===== src/rtl/up_axi_master_if.sv =====
// AXI4-Lite bus bundle between up_axi_master and an AXI4-Lite slave.
interface up_axi_master_if #(
   parameter int AXI_ADDR_WIDTH = 16,
   parameter int AXI_DATA_WIDTH = 32
);
   logic [AXI_ADDR_WIDTH-1:0]   awaddr;
   logic [2:0]                  awprot;
   logic                        awvalid;
   logic                        awready;
   logic [AXI_DATA_WIDTH-1:0]   wdata;
   logic [AXI_DATA_WIDTH/8-1:0] wstrb;
   logic                        wvalid;
   logic                        wready;
   logic [1:0]                  bresp;
   logic                        bvalid;
   logic                        bready;
   logic [AXI_ADDR_WIDTH-1:0]   araddr;
   logic [2:0]                  arprot;
   logic                        arvalid;
   logic                        arready;
   logic [AXI_DATA_WIDTH-1:0]   rdata;
   logic [1:0]                  rresp;
   logic                        rvalid;
   logic                        rready;

   modport master (
      output awaddr, awprot, awvalid, input awready,
      output wdata, wstrb, wvalid, input wready,
      input bresp, bvalid, output bready,
      output araddr, arprot, arvalid, input arready,
      input rdata, rresp, rvalid, output rready
   );

   modport slave (
      input awaddr, awprot, awvalid, output awready,
      input wdata, wstrb, wvalid, output wready,
      output bresp, bvalid, input bready,
      input araddr, arprot, arvalid, output arready,
      output rdata, rresp, rvalid, input rready
   );
endinterface


===== src/rtl/up_axi_master.sv =====
// AXI4-Lite master: converts up-bus write/read requests into single
// outstanding AXI4-Lite transactions, acknowledging each with a one-cycle pulse.
module up_axi_master #(
   parameter int AXI_ADDR_WIDTH = 16,
   parameter int AXI_DATA_WIDTH = 32
) (
   input  logic                      clk,
   input  logic                      rst,
   input  logic                      up_wreq,
   input  logic [AXI_ADDR_WIDTH-3:0] up_waddr,
   input  logic [31:0]               up_wdata,
   output logic                      up_wack,
   output logic                      up_werr,
   input  logic                      up_rreq,
   input  logic [AXI_ADDR_WIDTH-3:0] up_raddr,
   output logic [31:0]               up_rdata,
   output logic                      up_rack,
   output logic                      up_rerr,
   up_axi_master_if.master           m_axi
);

   if (AXI_DATA_WIDTH != 32) begin : g_width_check
      $error("up_axi_master supports only AXI_DATA_WIDTH = 32");
   end

   typedef enum logic [2:0] {
      S_IDLE,
      S_WR,
      S_WR_RESP,
      S_RD_ADDR,
      S_RD_DATA,
      S_ACK
   } state_t;

   state_t                    state;
   state_t                    state_nxt;
   logic                      aw_done;
   logic                      w_done;
   logic                      aw_hs;
   logic                      w_hs;
   logic                      is_wr;
   logic                      err;
   logic [AXI_ADDR_WIDTH-1:0] awaddr_q;
   logic [AXI_ADDR_WIDTH-1:0] araddr_q;
   logic [31:0]               wdata_q;
   logic [31:0]               rdata_q;

   always_ff @(posedge clk) begin
      if (rst) state <= S_IDLE;
      else     state <= state_nxt;
   end

   always_comb begin
      state_nxt     = state;
      aw_hs         = 1'b0;
      w_hs          = 1'b0;
      m_axi.awvalid = 1'b0;
      m_axi.wvalid  = 1'b0;
      m_axi.bready  = 1'b0;
      m_axi.arvalid = 1'b0;
      m_axi.rready  = 1'b0;
      up_wack       = 1'b0;
      up_rack       = 1'b0;
      up_werr       = 1'b0;
      up_rerr       = 1'b0;
      case (state)
         S_IDLE: begin
            if (up_wreq)      state_nxt = S_WR;
            else if (up_rreq) state_nxt = S_RD_ADDR;
         end
         S_WR: begin
            // AW and W retire independently; leave once both have handshaken
            m_axi.awvalid = !aw_done;
            m_axi.wvalid  = !w_done;
            aw_hs         = !aw_done && m_axi.awready;
            w_hs          = !w_done && m_axi.wready;
            if ((aw_done || aw_hs) && (w_done || w_hs)) state_nxt = S_WR_RESP;
         end
         S_WR_RESP: begin
            m_axi.bready = 1'b1;
            if (m_axi.bvalid) state_nxt = S_ACK;
         end
         S_RD_ADDR: begin
            m_axi.arvalid = 1'b1;
            if (m_axi.arready) state_nxt = S_RD_DATA;
         end
         S_RD_DATA: begin
            m_axi.rready = 1'b1;
            if (m_axi.rvalid) state_nxt = S_ACK;
         end
         S_ACK: begin
            up_wack   = is_wr;
            up_rack   = !is_wr;
            up_werr   = is_wr && err;
            up_rerr   = !is_wr && err;
            state_nxt = S_IDLE;
         end
         default: state_nxt = S_IDLE;
      endcase
   end

   always_ff @(posedge clk) begin
      if (rst) begin
         aw_done  <= 1'b0;
         w_done   <= 1'b0;
         is_wr    <= 1'b0;
         err      <= 1'b0;
         awaddr_q <= '0;
         araddr_q <= '0;
         wdata_q  <= '0;
         rdata_q  <= '0;
      end else begin
         case (state)
            S_IDLE: begin
               aw_done <= 1'b0;
               w_done  <= 1'b0;
               if (up_wreq) begin
                  awaddr_q <= {up_waddr, 2'b00};
                  wdata_q  <= up_wdata;
                  is_wr    <= 1'b1;
               end else if (up_rreq) begin
                  araddr_q <= {up_raddr, 2'b00};
                  is_wr    <= 1'b0;
               end
            end
            S_WR: begin
               if (aw_hs) aw_done <= 1'b1;
               if (w_hs)  w_done  <= 1'b1;
            end
            S_WR_RESP: begin
               if (m_axi.bvalid) err <= (m_axi.bresp != 2'b00);
            end
            S_RD_DATA: begin
               if (m_axi.rvalid) begin
                  rdata_q <= m_axi.rdata;
                  err     <= (m_axi.rresp != 2'b00);
               end
            end
            default: ;
         endcase
      end
   end

   assign m_axi.awaddr = awaddr_q;
   assign m_axi.awprot = '0;
   assign m_axi.wdata  = wdata_q;
   assign m_axi.wstrb  = '1;
   assign m_axi.araddr = araddr_q;
   assign m_axi.arprot = '0;
   assign up_rdata     = rdata_q;

endmodule


===== src/flat_wrapper.sv =====
// flat-port wrapper written by rule: the top's interface ports become plain ports
module up_axi_master_flat 
#(
   parameter int AXI_ADDR_WIDTH = 16,
   parameter int AXI_DATA_WIDTH = 32
)
  (clk, rst, up_wreq, up_waddr, up_wdata, up_wack, up_werr, up_rreq, up_raddr, up_rdata, up_rack, up_rerr, m_axi_awaddr, m_axi_awprot, m_axi_awvalid, m_axi_awready, m_axi_wdata, m_axi_wstrb, m_axi_wvalid, m_axi_wready, m_axi_bresp, m_axi_bvalid, m_axi_bready, m_axi_araddr, m_axi_arprot, m_axi_arvalid, m_axi_arready, m_axi_rdata, m_axi_rresp, m_axi_rvalid, m_axi_rready);
  up_axi_master_if #(.AXI_ADDR_WIDTH(AXI_ADDR_WIDTH), .AXI_DATA_WIDTH(AXI_DATA_WIDTH)) m_axi_i ();
  input  logic clk;
  input  logic rst;
  input  logic up_wreq;
  input  logic [AXI_ADDR_WIDTH-3:0] up_waddr;
  input  logic [31:0] up_wdata;
  output logic up_wack;
  output logic up_werr;
  input  logic up_rreq;
  input  logic [AXI_ADDR_WIDTH-3:0] up_raddr;
  output logic [31:0] up_rdata;
  output logic up_rack;
  output logic up_rerr;
  output wire logic [$bits(m_axi_i.awaddr)-1:0] m_axi_awaddr;
  output wire logic [$bits(m_axi_i.awprot)-1:0] m_axi_awprot;
  output wire logic [$bits(m_axi_i.awvalid)-1:0] m_axi_awvalid;
  input wire logic [$bits(m_axi_i.awready)-1:0] m_axi_awready;
  output wire logic [$bits(m_axi_i.wdata)-1:0] m_axi_wdata;
  output wire logic [$bits(m_axi_i.wstrb)-1:0] m_axi_wstrb;
  output wire logic [$bits(m_axi_i.wvalid)-1:0] m_axi_wvalid;
  input wire logic [$bits(m_axi_i.wready)-1:0] m_axi_wready;
  input wire logic [$bits(m_axi_i.bresp)-1:0] m_axi_bresp;
  input wire logic [$bits(m_axi_i.bvalid)-1:0] m_axi_bvalid;
  output wire logic [$bits(m_axi_i.bready)-1:0] m_axi_bready;
  output wire logic [$bits(m_axi_i.araddr)-1:0] m_axi_araddr;
  output wire logic [$bits(m_axi_i.arprot)-1:0] m_axi_arprot;
  output wire logic [$bits(m_axi_i.arvalid)-1:0] m_axi_arvalid;
  input wire logic [$bits(m_axi_i.arready)-1:0] m_axi_arready;
  input wire logic [$bits(m_axi_i.rdata)-1:0] m_axi_rdata;
  input wire logic [$bits(m_axi_i.rresp)-1:0] m_axi_rresp;
  input wire logic [$bits(m_axi_i.rvalid)-1:0] m_axi_rvalid;
  output wire logic [$bits(m_axi_i.rready)-1:0] m_axi_rready;
  assign m_axi_awaddr = m_axi_i.awaddr;
  assign m_axi_awprot = m_axi_i.awprot;
  assign m_axi_awvalid = m_axi_i.awvalid;
  assign m_axi_i.awready = m_axi_awready;
  assign m_axi_wdata = m_axi_i.wdata;
  assign m_axi_wstrb = m_axi_i.wstrb;
  assign m_axi_wvalid = m_axi_i.wvalid;
  assign m_axi_i.wready = m_axi_wready;
  assign m_axi_i.bresp = m_axi_bresp;
  assign m_axi_i.bvalid = m_axi_bvalid;
  assign m_axi_bready = m_axi_i.bready;
  assign m_axi_araddr = m_axi_i.araddr;
  assign m_axi_arprot = m_axi_i.arprot;
  assign m_axi_arvalid = m_axi_i.arvalid;
  assign m_axi_i.arready = m_axi_arready;
  assign m_axi_i.rdata = m_axi_rdata;
  assign m_axi_i.rresp = m_axi_rresp;
  assign m_axi_i.rvalid = m_axi_rvalid;
  assign m_axi_rready = m_axi_i.rready;
  up_axi_master #(.AXI_ADDR_WIDTH(AXI_ADDR_WIDTH), .AXI_DATA_WIDTH(AXI_DATA_WIDTH)) u_core (.clk(clk), .rst(rst), .up_wreq(up_wreq), .up_waddr(up_waddr), .up_wdata(up_wdata), .up_wack(up_wack), .up_werr(up_werr), .up_rreq(up_rreq), .up_raddr(up_raddr), .up_rdata(up_rdata), .up_rack(up_rack), .up_rerr(up_rerr), .m_axi(m_axi_i));
endmodule

===== config.mk =====
export PLATFORM = sky130hd
export DESIGN_NAME = up_axi_master_flat
export DESIGN_NICKNAME = d
export VERILOG_FILES = /design/src/rtl/up_axi_master_if.sv /design/src/rtl/up_axi_master.sv /design/src/flat_wrapper.sv
export SDC_FILE = /design/constraint.sdc
export NUM_CORES = 1
export LEC_CHECK = 0
export ABC_AREA = 1
export BUFFER_PORTS_ARGS = -buffer_cell sky130_fd_sc_hd__buf_4
export CAP_MARGIN = 20
export CORE_ASPECT_RATIO = 1.2
export CORE_UTILIZATION = 30
export CTS_BUF_LIST = sky130_fd_sc_hd__clkbuf_4
export DETAILED_ROUTE_END_ITERATION = 7
export MAX_ROUTING_LAYER = met4
export PLACE_DENSITY = 0.6
export SLEW_MARGIN = 10
export SYNTH_ARGS = -nofsm -noshare
export SYNTH_HDL_FRONTEND = slang
export SYNTH_SLANG_ARGS = --single-unit

===== constraint.sdc =====
create_clock -name clk -period 1.2 [get_ports clk]
set_input_delay 0.24 -clock clk [delete_from_list [all_inputs] [get_ports clk]]
set_output_delay 0.24 -clock clk [all_outputs]
set_load 0.01 [all_outputs]

# [After elaboration in Yosys (flattened, before gate mapping)]
# Index checks and enable logic that the tools add are counted.
[word_totals] ff_bits=99 output_inout_bits=115 elab_cells=73
[op_classes] n_eq_ne=12 muxes=27 reduce_logical=24 bitwise_logic=1
[op_table] op="$mux 3" n=6
[op_table] op="$mux 1" n=17
[op_table] op="$pmux 3 s5" n=1
[op_table] op="$reduce_and 2->1" n=5
[op_table] op="$reduce_bool 2->1" n=5
[op_table] op="$eq 3x2->1 const B" n=2
[op_table] op="$eq 3x3->1 const B" n=2
[op_table] op="$ne 2x1->1 const B" n=3
[op_table] op="$ne 2x2->1 const B" n=3
[op_table] op="$pmux 1 s2" n=3
[op_table] op="$reduce_and 3->1" n=2
[op_table] op="$logic_and 1x1->1" n=5
[op_table] op="$reduce_and 5->1" n=1
[op_table] op="$eq 3x1->1 const B" n=1
[op_table] op="$logic_not 1->1" n=3
[op_table] op="$logic_not 3->1" n=1
[op_table] op="$ne 3x3->1 const B" n=1
[op_table] op="$logic_or 1x1->1" n=2
[op_table] op="$not 1->1" n=1

# [Longest topological paths before layout]
[depth] ltp_word=6 depth_mapped=9 ltp_nobuf=9

# [Worst setup path before layout]
# OpenSTA, ideal clock, no wires.
[synth_path] path_kind="register to register" startpoint="reg u_core.state[2]" endpoint="reg u_core.araddr_q[5] (netlist: u_core.m_axi.araddr[5])" arrival_ns=1.159 setup_time_ns=0.116 t_required_ns=1.084 path_stages_with_launch=8 slack_ns=-0.075 path_cell_list="dfxtp_1 > nor2_4 > nand2_4 > nor3_4 > inv_2 > buf_2 > nor2_1 > nor2_1"
[synth_via] elab_chain_cells=2
[synth_rtl] item="start: declaration" line_no="up_axi_master.sv:35" text="state_t state;"
[synth_rtl] item="start signal: assignment" line_no="up_axi_master.sv:50" text="else state <= state_nxt;"
[synth_rtl] item="$logic_not 3->1" line_no="up_axi_master.sv:113" text="case (state)"
[synth_rtl] item="$reduce_and 3->1 (no line)"
[synth_rtl] item="end signal: assignment" line_no="up_axi_master.sv:122" text="araddr_q <= {up_raddr, 2'b00};"
[synth_rtl] item="end: declaration" line_no="up_axi_master.sv:44" text="logic [AXI_ADDR_WIDTH-1:0] araddr_q;"
# Every way passes these cells.
# A chain may end at the register's enable or synchronous reset.

# [Final worst setup path]
[layout_path] startpoint="reg u_core.state[2]" endpoint="reg u_core.araddr_q[11] (netlist: u_core.m_axi.araddr[11])"
# Same word-level chain as after synthesis.

==> load_flow_metrics.sql <==
INSERT INTO impl_metrics (metric_group, metric, value, unit) VALUES
('layout', 'layout.core_utilization', '0.6672', ''),
('power', 'pwr_per_cell_area', '1808', 'nW/µm²'),
('routing', 'detailroute.via_count', '4854', ''),
('hold_path', 'whs_path_depth', '3', ''),
('flow_run', 'timing.max_cap.violations', '0', ''),
('synthesis', 'netlist_top_cells_count', 'dfxtp_1, nand2_1, nand3_1, a21oi_1, nor2_1', ''),
('grt', 'grt_overflow_total', '0', ''),
('synthesis', 'syn_area', '3925', 'µm²'),
('synthesis', 'yosys.area.top_type_share', '0.5049', ''),
('clocking', 'clkLatencyLatePin', '0.48', 'ns'),
('worst_setup_path', 'ff2ff_path_depth', '9', ''),
('synthesis', 'synth_enable_flop_cells', '0', ''),
('place', 'place.port_buffers', '205', ''),
('worst_setup_path', 'crit_path_max_fanout', '8', ''),
('clocking', 'cts_buffers', '9', ''),
('sta', 'timing.final.setup_violations', '122', ''),
('clocking', 'maximum_count_of_clock_buffers_along_a_single_path', '2', ''),
('layout', 'drive_above_1_share', '0.6623', ''),
('clocking', 'clock_tree_from_tritoncts', 'built', ''),
('sta', 'timing.final.hold_violations', '0', ''),
('worst_setup_path', 'crit_path_end_kind', 'flip-flop', ''),
('power', 'cellInternalPower', '9.521', 'mW'),
('grt', 'maximum_number_of_pins_on_one_net_before_global_route_repair', '30', ''),
('worst_setup_path', 'setup.worst_path.start_class', 'flip-flop', ''),
('sta', 'fin_ws', '-0.3722', 'ns'),
('synthesis', 'synth_area_per_cell', '7.621', 'µm²'),
('hold_path', 'hold_path_class', 'primary input to flip-flop', ''),
('layout', 'final_nets', '932', ''),
('power', 'power_switching_share', '0.3797', ''),
('routing', 'avgRoutedWirePerCell', '17.05', 'µm'),
('routing', 'first_iter_violations', '273', ''),
('layout', 'post-route-cell-area', '8489', 'µm²'),
('routing', 'drt-pass1-iter-count', '5', ''),
('synthesis', 'synth_top_area_cell', 'dfxtp_1', ''),
('die', 'die_h', '127.3', 'µm'),
('routing', 'post-route-drc-count', '0', ''),
('synthesis', 'ys_seq_area_frac', '0.5049', ''),
('synthesis', 'synth-main-ff-cell', 'dfxtp_1', ''),
('grt', 'grt.total_usage', '0.2233', ''),
('worst_setup_path', 'critPathMaxStageDelay', '0.41', 'ns'),
('layout', 'multi_input_comb_area', '2442', 'µm²'),
('worst_setup_path', 'arrival', '1.98', 'ns'),
('sta', 'slew_viol_final', '0', ''),
('routing', 'routed-wl-met2', '9074', 'µm'),
('worst_setup_path', 'rrSetupSlack', '-0.37', 'ns'),
('hold_path', 'worst_hold_startpoint', 'm_axi_rdata[20]', ''),
('status', 'run_status', 'finished, violations left', ''),
('clocking', 'cts.root.buffer_cell', 'clkbuf_4', ''),
('layout', 'flow.area_growth_from_synthesis', '116.3', '%'),
('worst_setup_path', 'critPathRequiredTime', '1.61', 'ns'),
('sta', 'finClkSkew', '0.02946', 'ns'),
('synthesis', 'netlist_top_cells_area', 'dfxtp_1, nand3_1, a21oi_1, nand2_1, nor2_1', ''),
('layout', 'register_area', '2128', 'µm²'),
('power', 'clock_power_share', '0.119', ''),
('worst_setup_path', 'worstPathCellList', 'nor2_4, buf_6, nand2_8, buf_12, nor3_4, buf_6, buf_8, o21ai_1, nor2_1', ''),
('power', 'power.sequential.fraction', '0.300', ''),
('power', 'irDropWorstVdd', '1.014', 'mV'),
('clocking', 'htree_num_levels', '3', ''),
('die', 'start_util', '0.3085', ''),
('die', 'die-area', '13550', 'µm²'),
('status', 'failed_checks', 'negative setup slack', ''),
('synthesis', 'syn-instance-count', '515', ''),
('die', 'floorplan.io_pins', '220', ''),
('hold_path', 'whs_endpoint', 'u_core.up_rdata[20]', ''),
('grt', 'via_count_of_the_first_global_routing_pass', '4468', ''),
('worst_setup_path', 'worst_r2r_startpoint', 'u_core.state[2]', ''),
('routing', 'post_drt_via_cell_ratio', '4.873', ''),
('power', 'power.static_leakage', '3.608', 'nW'),
('place', 'placement.cell_area', '5642', 'µm²'),
('synthesis', 'ys_seq_elements', '99', ''),
('sta', 'layout_worst_path_cycle_share', '1.310', '');
## timing repair
action                                  4_1_cts  5_1_grt
pin swaps                                    29       61
endpoints found under the setup margin      185      200
endpoints found under the hold margin        19       32
setup buffers                                24       32
hold buffers                                 19       32
resized for setup                           207      236
cloned                                       13        5
## flip-flops by register name, indices dropped and copies added (netlist names)
register             flops
u_core.m_axi.awaddr     14
u_core.m_axi.wdata      32
u_core.is_wr             1
u_core.err               1
u_core.m_axi.araddr     14
u_core.up_rdata         32
u_core.w_done            1
u_core.aw_done           1
u_core.state             3
## layer usage
metal  up-vias  GRT usage
li1       2301          -
met2       214     0.3869
met4         0     0.1007
met3        26    0.03469
met5         -          -
met1      2313     0.2529
## power by group through the flow
stage / combinational, mW / clock, mW / sequential, mW
after floorplan: 2.03 / 0 / 4.54
after global placement: 4.01 / 0 / 4.32
after detailed placement: 4.04 / 0 / 4.35
after CTS: 7.34 / 1.87 / 4.50
after global routing: 9.40 / 2.05 / 4.68
final: 8.92 / 1.83 / 4.60
## cell type report
type / count / share of cell area
timing repair buffer: 338 / 0.4088
multi-input combinational: 358 / 0.2877
sequential: 99 / 0.2507
tap: 164 / 0.02417
inverter: 20 / 0.01120
clock buffer: 10 / 0.008843
clock inverter: 6 / 0.007811
timing repair inverter: 1 / 0.0007369
## worst min-delay path: cells and delay by family
| kind | cells | cell delay (ns) |
|---|---|---|
| buf+inv | 1 | 0.11 |
| simple gates | 1 | 0.07 |
| compound gates | 1 | 0.06 |
## how the worst max path moves through the flow
stage	cells past startpoint	startpoint	end
after floorplan	8	u_core.state[2]	u_core.m_axi.awaddr[15]
after global placement	8	u_core.state[2]	u_core.state[0]
after detailed placement	6	u_core.state[2]	u_core.m_axi.wdata[0]
after CTS	4	u_core.state[2]	m_axi_wvalid
after global routing	9	u_core.state[1]	u_core.m_axi.araddr[11]
final	9	u_core.state[2]	u_core.m_axi.araddr[11]
## per-stage QoR
stage                     TNS [ns]  std cells  setup WS, ns  power (mW)  hold slack [ns]
after floorplan            -0.6315        527      -0.02222       6.567           0.3749
after global routing        -32.48        996       -0.4508       16.12        -0.004892
after global placement      -2.335        866      -0.06147       8.329           0.4476
after detailed placement    -4.341        866      -0.08013       8.396           0.4541
after CTS                   -24.60        937       -0.3564       13.70       0.00005607
final                       -22.22        996       -0.3722       15.35          0.01989
## logic make-up (layout without fill, tap and decap cells)
group / count (synthesis) / after routing / synth area share
and+or+nand+nor: 243 / 244 / 0.2700
DFF: 99 / 99 / 0.5049
buffers and inverters: 71 / 375 / 0.09500
AOI/OAI and AO/OA: 100 / 100 / 0.1281
other: 2 / 14 / 0.001913
## placed cells by master (no fill, tap or decap), drive strengths merged
| master | instances |
|---|---|
| buf | 285 |
| a21oi | 80 |
| dlygate4sd3 | 51 |
| nand3 | 85 |
| nand4 | 2 |
| clkbuf | 12 |
| conb | 14 |
| o21ai | 19 |
| bufinv | 1 |
| nand2 | 99 |
| inv | 20 |
| nor3 | 6 |
| a211oi | 1 |
| clkinv | 6 |
| nor2 | 52 |
| dfxtp | 99 |
(Power assumes the default switching activity.)
